**config.mk**
```make
export PLATFORM = sky130hd
export DESIGN_NAME = fetch_redirect_ctrl_flat
export DESIGN_NICKNAME = d
export VERILOG_FILES = /design/src/rtl/fetch_redirect_if.sv /design/src/rtl/fetch_redirect_ctrl.sv /design/src/flat_wrapper.sv
export SDC_FILE = /design/constraint.sdc
export NUM_CORES = 1
export LEC_CHECK = 0
export ABC_CLOCK_PERIOD_IN_PS = 3900
export CAP_MARGIN = 20
export CORE_MARGIN = 2
export CORE_UTILIZATION = 40
export CTS_CLUSTER_SIZE = 16
export DETAILED_ROUTE_END_ITERATION = 8
export GPL_TIMING_DRIVEN = 0
export PLACE_DENSITY = 0.83
export SLEW_MARGIN = 20
export SYNTH_ARGS = -nofsm -noshare
export SYNTH_HDL_FRONTEND = slang
export SYNTH_SLANG_ARGS = --single-unit
```
**constraint.sdc**
```tcl
create_clock -name clk -period 3.9 [get_ports clk]
set_input_delay 0.975 -clock clk [delete_from_list [all_inputs] [get_ports clk]]
set_output_delay 0.975 -clock clk [all_outputs]
set_load 0.01 [all_outputs]
```
**src/rtl/fetch_redirect_if.sv**
```systemverilog
// Fetch redirect bundle between the redirect sources / fetch stage and the
// fetch PC controller.
//   master : drives pc_ready and all redirect requests, observes pc/pc_valid,
//            fetch_kill and flush_kind.
//   slave  : the controller; receives requests, owns pc and the kill/flush outputs.
interface fetch_redirect_if;
  logic        pc_ready;
  logic        eret_valid;
  logic [31:0] epc;
  logic        exc_valid;
  logic [31:0] exc_entrance;
  logic        refetch_valid;
  logic [31:0] refetch_addr;
  logic        branch_valid;
  logic [31:0] branch_target;
  logic        ds_fetched;
  logic        pred_valid;
  logic [31:0] pred_target;
  logic [31:0] pc;
  logic        pc_valid;
  logic        fetch_kill;
  logic [1:0]  flush_kind;

  modport master (
    output pc_ready, eret_valid, epc, exc_valid, exc_entrance,
           refetch_valid, refetch_addr, branch_valid, branch_target,
           ds_fetched, pred_valid, pred_target,
    input  pc, pc_valid, fetch_kill, flush_kind
  );

  modport slave (
    input  pc_ready, eret_valid, epc, exc_valid, exc_entrance,
           refetch_valid, refetch_addr, branch_valid, branch_target,
           ds_fetched, pred_valid, pred_target,
    output pc, pc_valid, fetch_kill, flush_kind
  );
endinterface

```
**src/rtl/fetch_redirect_ctrl.sv**
```systemverilog
// Fetch PC owner and redirect sequencer.
// Arbitrates eret > exc > refetch > branch > pred each cycle, holds the
// winner in a one-entry pending slot while fetch is stalled, and flags
// wrong-path responses to fetch.
// Ports:
//   clk, reset : clock, synchronous active-high reset
//   bus        : fetch_redirect_if.slave (pc_ready + redirect requests in;
//                pc, pc_valid registered out; fetch_kill, flush_kind
//                combinational from the incoming redirects)
module fetch_redirect_ctrl #(
  parameter logic [31:0] RESET_PC = 32'hbfc0_0000,
  parameter int unsigned STEP     = 4
) (
  input logic             clk,
  input logic             reset,
  fetch_redirect_if.slave bus
);

  localparam int unsigned AW = 32;
  localparam int unsigned RW = 3;
  localparam int unsigned FW = 2;

  localparam logic [RW-1:0] RANK_PRED    = RW'(0);
  localparam logic [RW-1:0] RANK_BRANCH  = RW'(1);
  localparam logic [RW-1:0] RANK_REFETCH = RW'(2);
  localparam logic [RW-1:0] RANK_EXC     = RW'(3);
  localparam logic [RW-1:0] RANK_ERET    = RW'(4);

  localparam logic [FW-1:0] FLUSH_NONE = FW'(0);
  localparam logic [FW-1:0] FLUSH_PCI  = FW'(1);
  localparam logic [FW-1:0] FLUSH_PCM  = FW'(2);
  localparam logic [FW-1:0] FLUSH_PCW  = FW'(3);

  typedef enum logic {RUN, HOLD} state_e;

  state_e          state_q, state_d;
  logic [AW-1:0]   pc_q, pc_d;
  logic            pc_valid_q, pc_valid_d;
  logic [RW-1:0]   pend_rank_q, pend_rank_d;
  logic [AW-1:0]   pend_target_q, pend_target_d;
  logic            pend_kill_q, pend_kill_d;

  logic            in_v;
  logic [RW-1:0]   in_rank;
  logic [AW-1:0]   in_target;
  logic            in_kill;
  logic [FW-1:0]   in_flush;

  logic            pend_v;
  logic            accept;
  logic            in_wins;
  logic            fetch_kill_c;

  // Fixed-priority pick of this cycle's incoming redirect.
  always_comb begin
    in_v      = 1'b0;
    in_rank   = RANK_PRED;
    in_target = '0;
    in_kill   = 1'b0;
    in_flush  = FLUSH_NONE;
    if (bus.eret_valid) begin
      in_v = 1'b1; in_rank = RANK_ERET; in_target = bus.epc;
      in_kill = 1'b1; in_flush = FLUSH_PCW;
    end else if (bus.exc_valid) begin
      in_v = 1'b1; in_rank = RANK_EXC; in_target = bus.exc_entrance;
      in_kill = 1'b1; in_flush = FLUSH_PCW;
    end else if (bus.refetch_valid) begin
      in_v = 1'b1; in_rank = RANK_REFETCH; in_target = bus.refetch_addr;
      in_kill = 1'b1; in_flush = FLUSH_PCM;
    end else if (bus.branch_valid) begin
      // Unfetched delay slot: current pc is the slot, deliver it unkilled.
      in_v = 1'b1; in_rank = RANK_BRANCH; in_target = bus.branch_target;
      in_kill = bus.ds_fetched; in_flush = FLUSH_PCM;
    end else if (bus.pred_valid) begin
      in_v = 1'b1; in_rank = RANK_PRED; in_target = bus.pred_target;
      in_kill = 1'b1; in_flush = FLUSH_PCI;
    end
  end

  assign pend_v = (state_q == HOLD);
  // pc is not a request until pc_valid rises, so nothing is accepted before.
  assign accept  = bus.pc_ready & pc_valid_q;
  // Incoming beats pending on equal rank; a lower rank loses to the slot.
  assign in_wins = in_v & (~pend_v | (in_rank >= pend_rank_q));

  // Next-state, next-PC and pending-slot update.
  always_comb begin
    state_d       = state_q;
    pc_d          = pc_q;
    pc_valid_d    = 1'b1;
    pend_rank_d   = pend_rank_q;
    pend_target_d = pend_target_q;
    pend_kill_d   = pend_kill_q;
    fetch_kill_c  = 1'b0;

    case (state_q)
      RUN, HOLD: begin
        if (accept) begin
          state_d = RUN;
          if (in_wins) begin
            pc_d         = in_target;
            fetch_kill_c = in_kill;
          end else if (pend_v) begin
            pc_d         = pend_target_q;
            fetch_kill_c = pend_kill_q;
          end else begin
            pc_d = pc_q + AW'(STEP);
          end
        end else if (in_wins) begin
          state_d       = HOLD;
          pend_rank_d   = in_rank;
          pend_target_d = in_target;
          // An unkilled branch overwritten by a higher rank must now kill.
          pend_kill_d   = in_kill | (pend_v & (in_rank > pend_rank_q));
        end
      end
      default: state_d = RUN;
    endcase
  end

  // State and datapath registers.
  always_ff @(posedge clk) begin
    if (reset) begin
      state_q       <= RUN;
      pc_q          <= RESET_PC;
      pc_valid_q    <= 1'b0;
      pend_rank_q   <= RANK_PRED;
      pend_target_q <= '0;
      pend_kill_q   <= 1'b0;
    end else begin
      state_q       <= state_d;
      pc_q          <= pc_d;
      pc_valid_q    <= pc_valid_d;
      pend_rank_q   <= pend_rank_d;
      pend_target_q <= pend_target_d;
      pend_kill_q   <= pend_kill_d;
    end
  end

  assign bus.pc         = pc_q;
  assign bus.pc_valid   = pc_valid_q;
  assign bus.fetch_kill = reset ? 1'b0 : fetch_kill_c;
  assign bus.flush_kind = reset ? FLUSH_NONE : in_flush;

endmodule

```
**src/flat_wrapper.sv**
```systemverilog
// flat-port wrapper written by rule: the top's interface ports become plain ports
module fetch_redirect_ctrl_flat 
#(
  parameter logic [31:0] RESET_PC = 32'hbfc0_0000,
  parameter int unsigned STEP     = 4
)
  (clk, reset, bus_pc_ready, bus_eret_valid, bus_epc, bus_exc_valid, bus_exc_entrance, bus_refetch_valid, bus_refetch_addr, bus_branch_valid, bus_branch_target, bus_ds_fetched, bus_pred_valid, bus_pred_target, bus_pc, bus_pc_valid, bus_fetch_kill, bus_flush_kind);
  fetch_redirect_if bus_i ();
  input logic clk;
  input logic reset;
  input wire logic [$bits(bus_i.pc_ready)-1:0] bus_pc_ready;
  input wire logic [$bits(bus_i.eret_valid)-1:0] bus_eret_valid;
  input wire logic [$bits(bus_i.epc)-1:0] bus_epc;
  input wire logic [$bits(bus_i.exc_valid)-1:0] bus_exc_valid;
  input wire logic [$bits(bus_i.exc_entrance)-1:0] bus_exc_entrance;
  input wire logic [$bits(bus_i.refetch_valid)-1:0] bus_refetch_valid;
  input wire logic [$bits(bus_i.refetch_addr)-1:0] bus_refetch_addr;
  input wire logic [$bits(bus_i.branch_valid)-1:0] bus_branch_valid;
  input wire logic [$bits(bus_i.branch_target)-1:0] bus_branch_target;
  input wire logic [$bits(bus_i.ds_fetched)-1:0] bus_ds_fetched;
  input wire logic [$bits(bus_i.pred_valid)-1:0] bus_pred_valid;
  input wire logic [$bits(bus_i.pred_target)-1:0] bus_pred_target;
  output wire logic [$bits(bus_i.pc)-1:0] bus_pc;
  output wire logic [$bits(bus_i.pc_valid)-1:0] bus_pc_valid;
  output wire logic [$bits(bus_i.fetch_kill)-1:0] bus_fetch_kill;
  output wire logic [$bits(bus_i.flush_kind)-1:0] bus_flush_kind;
  assign bus_i.pc_ready = bus_pc_ready;
  assign bus_i.eret_valid = bus_eret_valid;
  assign bus_i.epc = bus_epc;
  assign bus_i.exc_valid = bus_exc_valid;
  assign bus_i.exc_entrance = bus_exc_entrance;
  assign bus_i.refetch_valid = bus_refetch_valid;
  assign bus_i.refetch_addr = bus_refetch_addr;
  assign bus_i.branch_valid = bus_branch_valid;
  assign bus_i.branch_target = bus_branch_target;
  assign bus_i.ds_fetched = bus_ds_fetched;
  assign bus_i.pred_valid = bus_pred_valid;
  assign bus_i.pred_target = bus_pred_target;
  assign bus_pc = bus_i.pc;
  assign bus_pc_valid = bus_i.pc_valid;
  assign bus_fetch_kill = bus_i.fetch_kill;
  assign bus_flush_kind = bus_i.flush_kind;
  fetch_redirect_ctrl #(.RESET_PC(RESET_PC), .STEP(STEP)) u_core (.clk(clk), .reset(reset), .bus(bus_i));
endmodule
```
==> results.toml <==
[run_status]
status = "completed"

[clock_tree]
clk_path_buf_depth = 2
clk_pin_slew_ps = 50
cts_buffers = 9
cts_root_buf = "clkbuf_16"
clkLatencyLatePin_ps = 350
clock-sinks = 70
cts_max_level = 3
cts_tree = "done"

[finish]
finalNetCount = 1050
layout_commonest_cell = "clkdlybuf4s50_1"
instances_no_fill = 1050
final_cell_mix = "clkdlybuf4s50_1, nand2_1, dfxtp_1, a21oi_1, a22oi_1"
antenna_cells = 0
fin_util_pct = 64.2
area_delta_synth_final_pct = 56.4
drive_gt1_share_pct = 11.7

[drt]
drc = 0
vias_per_cell = 5.89
firstDrtPassIters = 5
post_drt_wl_per_cell_um = 20.7
wl_um = 21700
ant_nets = 0
vias = 6186
initialDrtViolationCount = 696

[placed_design]
place_congestion = 0.995
dpl.cell_count = 1022
dp_hpwl_um = 16700
placement.io_buffers = 204
pre_cts_ws_ps = -1630

[timing]
layout_min_cycle_time_ps = 3840
finalMaxSlewViolations = 0
finClkSkew_ps = 6.37
tightest_slew_ps = 720
final.setup.worst_slack_ps = 57.9
min_period_over_period_pct = 98.5
setup_viol = 0
finalHoldViolCount = 0
fmax_ghz = 0.260
relSlewSlack_pct = 51.6
tns_ps = 0

[worst_setup_path]
crit_end = "bus_fetch_kill"
worstSetupStartpointType = "input pin"
path_buf_inv = 5
endpoint_kind = "output port"
critical_path_class = "in -> out"
crit_chain = "buf_4 -> buf_8 -> buf_8 -> nor2_4 -> ha_4 -> nor2b_1 -> o21a_2 -> buf_6 -> nor2_4 -> nor4b_4 -> nor4_2 -> buf_2"
r2r-end = "u_core.bus.pc[12]"
cp_data_required_time_ps = 2920
crit_cells = 12
worstPathArrival_ps = 2870
crit_fanout = 10
rrSetupSlack_ps = 1230
cpMaxStageDelayCell = "nor4_2"
cp-startpoint = "bus_eret_valid"
critPathTopFamily = "simple AND/OR/NAND/NOR gates"
slowest_delay_ps = 260
worstRegToRegCells = 12
r2r-start = "u_core.pend_rank_q[2]"

[grt]
track_usage_pct = 32.4
grt_pass1_wl_um = 32900
grt_pass1_vias = 6055
antenna_found_initial = 0
grt_max_degree = 20
grt.overflow.total = 0

[synth]
synth_ff_type = "dfxtp_1"
synth_top_family_by_area = "compound AO/OA/AOI/OAI gates"
synth-edff-count = 0
synth_compound_area_share_pct = 33.5
yosysTopAreaCell = "dfxtp_1"
synth_fa_ha_area_share_pct = 1.01
synthMuxAreaShare_pct = 2.50
async_flop_share_pct = 0
synthesis.nets = 823
syn_inst = 650
synth.top_cell.area_share_pct = 28.3
yosysWarnings = 0
synthDistinctLibCells = 65
synthXorXnorAreaFrac_pct = 4.07
ys_seq_area_share_pct = 28.3
synth_area_leaders = "dfxtp_1, nand2_1, a22oi_1, a21oi_1, o21a_1"
syn_area_um2 = 4950
syn_avg_cell_area_um2 = 7.61
ys_ff_latch = 70
synth_simple_gate_area_share_pct = 23.5

[die]
die_y_um = 115
io_pins = 205
die_w_um = 115
fp.coreArea_um2 = 12100
die_area_um2 = 13300
start_util_pct = 41.0
rows = 40

[power_and_ir_drop]
seqPwrFrac_pct = 34.0
p_int_uw = 1710
ir_drop_mv = 0.260
swShare_pct = 30.6
power_density_nw_per_um2 = 319
pwr-share-clk_pct = 36.2
p_sw_uw = 757
cellLeakagePower_uw = 0.00284
p_comb_share_pct = 29.8

[worst_hold_path]
timing.hold.worst.class = "reg -> reg"

[job]
drv_cap = 0
[worst reg2reg max path, delay by kind of cell, from the launching register on]
kind | cells | cell delay, ps
AOI/OAI and AO/OA | 2 | 430
buffers and inverters | 5 | 680
DFF | 1 | 330
and+or+nand+nor | 4 | 860
adders and majority gates | 1 | 300
[cell type report]
cell class / instances / area, um^2
Clock buffer: 10 / 229
Inverter: 12 / 47.5
Sequential cell: 70 / 1400
Fill cell: 1048 / 4320
Clock inverter: 6 / 86.3
Multi-Input combinational cell: 511 / 3290
Tap cell: 168 / 210
Buffer: 51 / 310
Timing Repair Buffer: 222 / 2170
[power groups by stage]
| stage | Combinational (uW) | Clock (uW) | Sequential [uW] |
|---|---|---|---|
| 2_1_floorplan | 328 | 0 | 846 |
| 3_3_place_gp | 670 | 0 | 848 |
| 3_5_place_dp | 677 | 0 | 851 |
| 4_1_cts | 705 | 886 | 836 |
| 5_1_grt | 782 | 917 | 846 |
| 6_report | 736 | 895 | 839 |
[per-stage QoR]
step                power [uW]  cell area [um^2]  hold slack [ps]
global route              2540              7740              472
CTS                       2430              7670              451
global placement          1520              7220              436
finish                    2470              7740              451
floorplan                 1170              4970              431
detailed placement        1530              7220              443
[cell usage after synthesis, types with 9 or more instances]
cell type	instances
a21oi_1	55
xnor2_1	15
nand3_1	11
mux2i_1	9
o21ai_1	28
a22oi_1	47
o211ai_1	12
o21ai_0	21
dfxtp_1	70
clkbuf_1	25
nor2_1	38
nand4_1	11
nor3_1	9
buf_2	20
inv_1	11
nand2_1	110
o21a_1	24
a221oi_1	18
[sequential cells by signal, summed over array words and instances (netlist names)]
signal and flops:
u_core.bus.pc 32, u_core.pend_target_q 32, u_core.pend_rank_q 3, u_core.bus.pc_valid 1
u_core.pend_kill_q 1, u_core.pend_v 1
[layer usage]
layer  GRT usage [%]  share of wire (%)
met1            40.8                 39
met2            53.6                 47
met3            6.75                9.4
met4            13.9                4.1
met5               0                  0
[worst min path at each step]
stage                                  start                  endpoint  slack (ps)  cells after the start
CTS                 u_core.pend_target_q[26]  u_core.pend_target_q[26]         450                      2
finish              u_core.pend_target_q[26]  u_core.pend_target_q[26]         450                      2
detailed placement  u_core.pend_target_q[26]  u_core.pend_target_q[26]         440                      2
floorplan           u_core.pend_target_q[14]  u_core.pend_target_q[14]         430                      2
global route        u_core.pend_target_q[15]  u_core.pend_target_q[15]         470                      2
global placement    u_core.pend_target_q[14]  u_core.pend_target_q[14]         440                      2
[what timing repair did]
| action | 4_1_cts | 5_1_grt |
|---|---|---|
| gates resized for setup | 42 | 15 |
| setup buffers | 10 | 8 |
| pin swaps | 8 | 7 |
| hold buffers | 0 | 0 |
| endpoints found under the setup margin | 44 | 1 |
| gates cloned | 0 | 0 |
[logic make-up after synthesis]
family          count (synthesis)
compound gates                246
simple gates                  226
buf+inv                        69
xor+xnor                       23
fa+ha+maj                       4
flops                          70
mux                            12
(Power assumes the default switching activity.)
